File: src/rtl/oam_dma_ctrl_pkg.sv
// Shared constants and state encoding for the sprite-DMA controller.
package oam_dma_ctrl_pkg;
    localparam logic [15:0] OAM_DMA_REG_ADDR = 16'h4014;
    localparam logic [15:0] OAMDATA_ADDR     = 16'h2004;

    typedef enum logic [2:0] {
        IDLE  = 3'd0,
        HALT  = 3'd1,
        ALIGN = 3'd2,
        READ  = 3'd3,
        WRITE = 3'd4
    } dma_state_e;
endpackage

File: src/rtl/oam_dma_ctrl_if.sv
// CPU / bus signals shared between the CPU side (master) and the DMA controller (slave).
interface oam_dma_ctrl_if;
    logic [15:0] cpu_addr;
    logic [7:0]  cpu_wdata;
    logic        cpu_we;
    logic [7:0]  bus_rdata;
    logic        cpu_rdy;
    logic        dma_active;
    logic        bus_sel;
    logic [15:0] dma_addr;
    logic [7:0]  dma_wdata;
    logic        dma_we;

    modport master (
        output cpu_addr, cpu_wdata, cpu_we, bus_rdata,
        input  cpu_rdy, dma_active, bus_sel, dma_addr, dma_wdata, dma_we
    );

    modport slave (
        input  cpu_addr, cpu_wdata, cpu_we, bus_rdata,
        output cpu_rdy, dma_active, bus_sel, dma_addr, dma_wdata, dma_we
    );
endinterface

File: src/rtl/oam_dma_ctrl.sv
// OAM sprite-DMA controller: a write to $4014 stalls the CPU and copies page $XX00-$XXFF to $2004.
// Define OAM_DMA_ALIGN_EN to insert an ALIGN cycle so every READ lands on parity=0.
module oam_dma_ctrl
    import oam_dma_ctrl_pkg::*;
(
    input  logic           clk,
    input  logic           reset_l,
    oam_dma_ctrl_if.slave  bus
);

    dma_state_e  state, state_nxt;
    logic [7:0]  page;
    logic [7:0]  idx;
    logic [7:0]  rd_buf;
    logic        trigger;

    // Strobes while a transfer is running are spurious (CPU is held), so only IDLE listens.
    assign trigger = (state == IDLE) && bus.cpu_we && (bus.cpu_addr == OAM_DMA_REG_ADDR);

`ifdef OAM_DMA_ALIGN_EN
    logic parity;

    always_ff @(posedge clk or negedge reset_l) begin
        if (!reset_l) parity <= 1'b0;
        else          parity <= ~parity;
    end
`endif

    always_ff @(posedge clk or negedge reset_l) begin
        if (!reset_l) begin
            state  <= IDLE;
            page   <= 8'h00;
            idx    <= 8'h00;
            rd_buf <= 8'h00;
        end else begin
            state <= state_nxt;
            if (trigger) begin
                page <= bus.cpu_wdata;
                idx  <= 8'h00;
            end
            if (state == READ)
                rd_buf <= bus.bus_rdata;
            if (state == WRITE && idx != 8'hFF)
                idx <= idx + 8'h01;
        end
    end

    always_comb begin
        state_nxt = state;
        case (state)
            IDLE:  if (trigger) state_nxt = HALT;
`ifdef OAM_DMA_ALIGN_EN
            HALT:  state_nxt = parity ? READ : ALIGN;
`else
            HALT:  state_nxt = READ;
`endif
            ALIGN: state_nxt = READ;
            READ:  state_nxt = WRITE;
            WRITE: state_nxt = (idx == 8'hFF) ? IDLE : READ;
            default: state_nxt = IDLE;
        endcase
    end

    logic        active;
    logic [15:0] addr_q;
    logic [7:0]  wdata_q;

    always_comb begin
        active  = (state != IDLE);
        addr_q  = 16'h0000;
        wdata_q = 8'h00;
        if (state == READ) begin
            addr_q = {page, idx};
        end else if (state == WRITE) begin
            addr_q  = OAMDATA_ADDR;
            wdata_q = rd_buf;
        end
    end

    assign bus.dma_active = active;
    assign bus.cpu_rdy    = ~active;
    assign bus.bus_sel    = (state == READ) || (state == WRITE);
    assign bus.dma_we     = (state == WRITE);
    assign bus.dma_addr   = addr_q;
    assign bus.dma_wdata  = wdata_q;

endmodule
File: src/flat_wrapper.sv
// flat-port wrapper written by rule: the top's interface ports become plain ports
module oam_dma_ctrl_flat import oam_dma_ctrl_pkg::*;
  (clk, reset_l, bus_cpu_addr, bus_cpu_wdata, bus_cpu_we, bus_bus_rdata, bus_cpu_rdy, bus_dma_active, bus_bus_sel, bus_dma_addr, bus_dma_wdata, bus_dma_we);
  oam_dma_ctrl_if bus_i ();
  input  logic clk;
  input  logic reset_l;
  input wire logic [$bits(bus_i.cpu_addr)-1:0] bus_cpu_addr;
  input wire logic [$bits(bus_i.cpu_wdata)-1:0] bus_cpu_wdata;
  input wire logic [$bits(bus_i.cpu_we)-1:0] bus_cpu_we;
  input wire logic [$bits(bus_i.bus_rdata)-1:0] bus_bus_rdata;
  output wire logic [$bits(bus_i.cpu_rdy)-1:0] bus_cpu_rdy;
  output wire logic [$bits(bus_i.dma_active)-1:0] bus_dma_active;
  output wire logic [$bits(bus_i.bus_sel)-1:0] bus_bus_sel;
  output wire logic [$bits(bus_i.dma_addr)-1:0] bus_dma_addr;
  output wire logic [$bits(bus_i.dma_wdata)-1:0] bus_dma_wdata;
  output wire logic [$bits(bus_i.dma_we)-1:0] bus_dma_we;
  assign bus_i.cpu_addr = bus_cpu_addr;
  assign bus_i.cpu_wdata = bus_cpu_wdata;
  assign bus_i.cpu_we = bus_cpu_we;
  assign bus_i.bus_rdata = bus_bus_rdata;
  assign bus_cpu_rdy = bus_i.cpu_rdy;
  assign bus_dma_active = bus_i.dma_active;
  assign bus_bus_sel = bus_i.bus_sel;
  assign bus_dma_addr = bus_i.dma_addr;
  assign bus_dma_wdata = bus_i.dma_wdata;
  assign bus_dma_we = bus_i.dma_we;
  oam_dma_ctrl u_core (.clk(clk), .reset_l(reset_l), .bus(bus_i));
endmodule
File: config.mk
export PLATFORM = sky130hd
export DESIGN_NAME = oam_dma_ctrl_flat
export DESIGN_NICKNAME = d
export VERILOG_FILES = /design/src/rtl/oam_dma_ctrl_pkg.sv /design/src/rtl/oam_dma_ctrl_if.sv /design/src/rtl/oam_dma_ctrl.sv /design/src/flat_wrapper.sv
export SDC_FILE = /design/constraint.sdc
export NUM_CORES = 1
export LEC_CHECK = 0
export CAP_MARGIN = 15
export CORE_ASPECT_RATIO = 1.5
export CORE_MARGIN = 2
export CORE_UTILIZATION = 43
export CTS_BUF_LIST = sky130_fd_sc_hd__clkbuf_4 sky130_fd_sc_hd__clkbuf_8
export CTS_CLUSTER_SIZE = 16
export DETAILED_ROUTE_END_ITERATION = 8
export PLACE_DENSITY = 0.82
export SLEW_MARGIN = 15
export SYNTH_ARGS = -nofsm -noshare
export SYNTH_HDL_FRONTEND = slang
export SYNTH_SLANG_ARGS = --single-unit
export TNS_END_PERCENT = 10
File: constraint.sdc
create_clock -name clk -period 1.9 [get_ports clk]
set_clock_uncertainty 0.05 [all_clocks]
set_input_delay 0.38 -clock clk [delete_from_list [all_inputs] [get_ports clk]]
set_output_delay 0.38 -clock clk [all_outputs]
set_load 0.02 [all_outputs]
==> results summary <==
The final reports fail on negative setup slack. The number of optimization iterations in the first detailed-route pass came out at 4. 0 antenna diodes ended up in the layout. The summed instance area of the synthesized netlist is 0.00140 mm2.

For the pin with the worst max-slew slack, the measured transition is 0.433 ns. The final critical path time including I/O delays and setup is 1.93 ns. Entering global routing, the biggest net connects 28 pins. The worst pin sits at a relative slew slack of 71.0%.

The number of vias in the routed layout came out at 1,324. The initial antenna violation count is 0. Of all nets on the critical path, the largest fanout is 9. The highest clock rate came out at 519 MHz. The max-slew violation total from the final report came out at 0. TritonCTS built the clock tree. Yosys mapped the design onto 36 distinct sky130hd cell types. The floorplan die area came out at 0.00374 mm2. The number of global-route vias before repair came out at 1,361.

The worst setup slack for register-to-register paths came out at 0.07 ns. The power density normalized to cell area is 1230 mW/mm2. The overall fraction of global-route tracks in use came out at approximately 22%. The category of the worst setup path capture point is a primary output. The number of input and output port buffers inserted is 62.

The first-pass GRT wire length came out at 6230 um. The data required time of the critical path came out at 1.47 ns. The average cell area after synthesis is approximately 11 um2. The growth of design area from synthesis to finish came out at 57.1%. The count of pins on the block boundary is 63. The clock latency of the later-clocked register in the worst-skew pair came out at 0.28 ns. The fraction of final layout cells sized beyond drive strength 1 came out at 37.8%.

The x dimension of the die is just over 50 um. The violation count after the first detailed-route iteration is 34. The maximum level of the CTS H-tree came out at 1. The total leakage power is 1.07 nW. Detailed placement finished with a half-perimeter wire length of between 2000 and 3000 um. Setup slack on the critical path of the routed design comes to -0.0264 ns.

Across the run, the number of max-cap violations was 0. The weighted congestion at the end of routability-driven global placement is 0.869. The post-detailed-route via-to-cell ratio is 5.32.

The depth of the most critical reg-to-reg path is 6. The clock transition at the registers of the reported paths is 0.09 ns. The largest incremental delay on the critical path is approximately 0.43 ns. The Yosys warning count came out at 0. The final routed wire length divided by cell count is 15.6 um. The number of clock buffers inserted by TritonCTS is 3. The hold violation count in the final report came out at 0. The post-synthesis instance total is 133. Power comes to 2.70 mW. The worst setup path is of the register to primary output kind. The register area share after synthesis came out at 48.2%. The path class of the tightest hold or removal check is input port to async pin. CTS saw 27 sinks. The worst path uses 101% of the clock period. In this run the clock root is driven by a clkbuf_8. From bottom edge to top edge, the die measures about 74 um. The net total in the final layout came out at 246. In this run the critical register-to-register path is captured at u_core.page[7].

The worst register-to-register path begins at u_core.state[0]. On the critical path the largest part of the delay comes from simple AND/OR/NAND/NOR gates. The worst vdd rail ir drop is 0.798 mV. The total routed wirelength came out at 3880 um. The filler cells instantiated in the layout total between 200 and 250. The critical path contains buffers and inverters numbering 2 combined.

The count of nets left with antenna violations once routing finished came out at 0. The global-route congestion overflow total came out at 0. The placed standard-cell area came out at ~0.0022 mm2. STA classifies the critical path startpoint as a register. The clock passes through at most 2 buffers. The fraction of the core area covered by cells at the end of the flow is 70.4%. The run finished, with violations left.

The number of setup violations in the final report came out at 1. The floorplan step defined a core boundary enclosing 0.00313 mm2. At the worst endpoint, the arrival time is 1.50 ns. The cell area after layout is 0.00220 mm2. The count of unresolved DRC violations after routing is 0. The total number of placement rows is 25. The cell with the largest stage delay on the worst path is or3b_4. Setup repair after global routing could not meet its margin everywhere. The signal on the critical path passes through or3b_4 > buf_6 > o21ai_1 > buf_4. The number of nets produced by synthesis is 169. The post-synthesis sequential element count came out at 27. Once the floorplan was initialized, standard cells occupied between 40% and 50% of the core.
==> through the flow <==
stage	setup WS, ns	hold WS, ns	setup TNS (ns)	std cells
final	-0.0264	0.417	-0.0264	249
after global routing	-0.0692	0.459	-0.979	249
after CTS	-0.206	0.435	-1.22	248
after detailed placement	-0.365	0.437	-8.23	244
after global placement	-0.295	0.431	-6.62	244
after floorplan	-0.00767	0.0344	-0.0537	133
==> how the worst max path moves through the flow <==
stage                            end            start  slack, ns  cells after the start
floorplan           bus_dma_wdata[1]  u_core.state[2]     -0.008                      6
global placement      u_core.page[7]  bus_cpu_addr[1]      -0.29                      6
detailed placement    u_core.page[7]  bus_cpu_addr[1]      -0.37                      6
finish                   bus_bus_sel  u_core.state[1]      -0.03                      4
global route         bus_dma_addr[3]  u_core.state[0]      -0.07                      5
CTS                      bus_bus_sel  u_core.state[0]      -0.21                      4
==> cell usage in the layout, fill, tap and decap left out, types with 3 or more instances in the layout <==
cell type and count:
nor2_1 3, buf_2 13, inv_1 6, o21ai_0 6, clkdlybuf4s50_1 32, clkbuf_8 3, nand2_1 9, o211ai_1 3
dfrtp_1 27, buf_4 16, nand3_1 5, and2_1 13, buf_6 10, mux2_2 16, nor3_1 4, and2_4 4
==> cells by family after synthesis <==
group	share of synthesized area, %
mux	13.6
fa+ha+maj	0.892
flops	48.2
compound gates	8.03
xor+xnor	1.25
buf+inv	3.75
simple gates	24.4
==> state kept, by name (all words and copies together) (netlist names) <==
signal,flops
u_core.idx,8
u_core.page,8
u_core.rd_buf,8
u_core.state,3
==> timing repair <==
item / 4_1_cts / 5_1_grt
pin swaps: 0 / 5
endpoints found under the hold margin: 0 / 0
endpoints found under the setup margin: 36 / 33
hold buffers: 0 / 0
resized for setup: 101 / 49
setup buffers: 0 / 1
==> synthesized netlist by cell type <==
cell type  count  share of area [%]
buf_4          1               0.54
nand3_1        5                1.8
a21o_1         2                1.1
xor2_1         1               0.62
and4_1         1               0.62
nor2_1         4                1.1
dfrtp_1       27                 48
or3b_1         1               0.62
mux2_2        16                 13
nor4b_1        1               0.62
buf_2          3                1.1
and3_1         2               0.89
a31o_2         1               0.62
nand2_1        9                2.4
o21ai_1        1               0.36
ha_1           1               0.89
and2_1        18                8.0
or2_2          1               0.45
xnor2_1        1               0.62
or3_1          2               0.89
inv_1          7                1.9
a21oi_1        1               0.36
nand3_2        1               0.71
o22ai_1        1               0.45
o211ai_1       3                1.6
nor3_1         4                1.4
nand4_1        2               0.89
nor3_4         2                2.3
mux2i_1        1               0.71
nor2b_1        1               0.45
clkbuf_1       1               0.27
o21ai_0        7                2.5
o21ai_2        1               0.62
nor4_1         1               0.45
a31oi_1        1               0.45
nor4bb_1       1               0.71
==> power by group <==
group	internal, mW	switching (mW)
clock	0.147	0.181
sequential	0.773	0.151
combinational	0.680	0.767
total	1.60	1.10
==> final cells by class <==
type | instances | area, um2 | share of cell area [%]
Tap cell | 40 | 50.0 | 2.27
Clock buffer | 3 | 41.3 | 1.87
Multi-Input combinational cell | 94 | 718 | 32.6
Clock inverter | 1 | 5.00 | 0.227
Inverter | 7 | 31.3 | 1.42
Timing Repair Buffer | 77 | 682 | 30.9
Sequential cell | 27 | 676 | 30.7
==> per-layer routing <==
metal / GRT usage (%) / vias to the layer above / part of all wire (%)
met5: 0 / - / 0
met4: 10.8 / 0 / 2.3
met3: 2.41 / 10 / 4.3
met2: 41.7 / 47 / 57
met1: 24.0 / 654 / 37
li1: - / 613 / -
No activity file was read; power rests on OpenSTA's default activity.
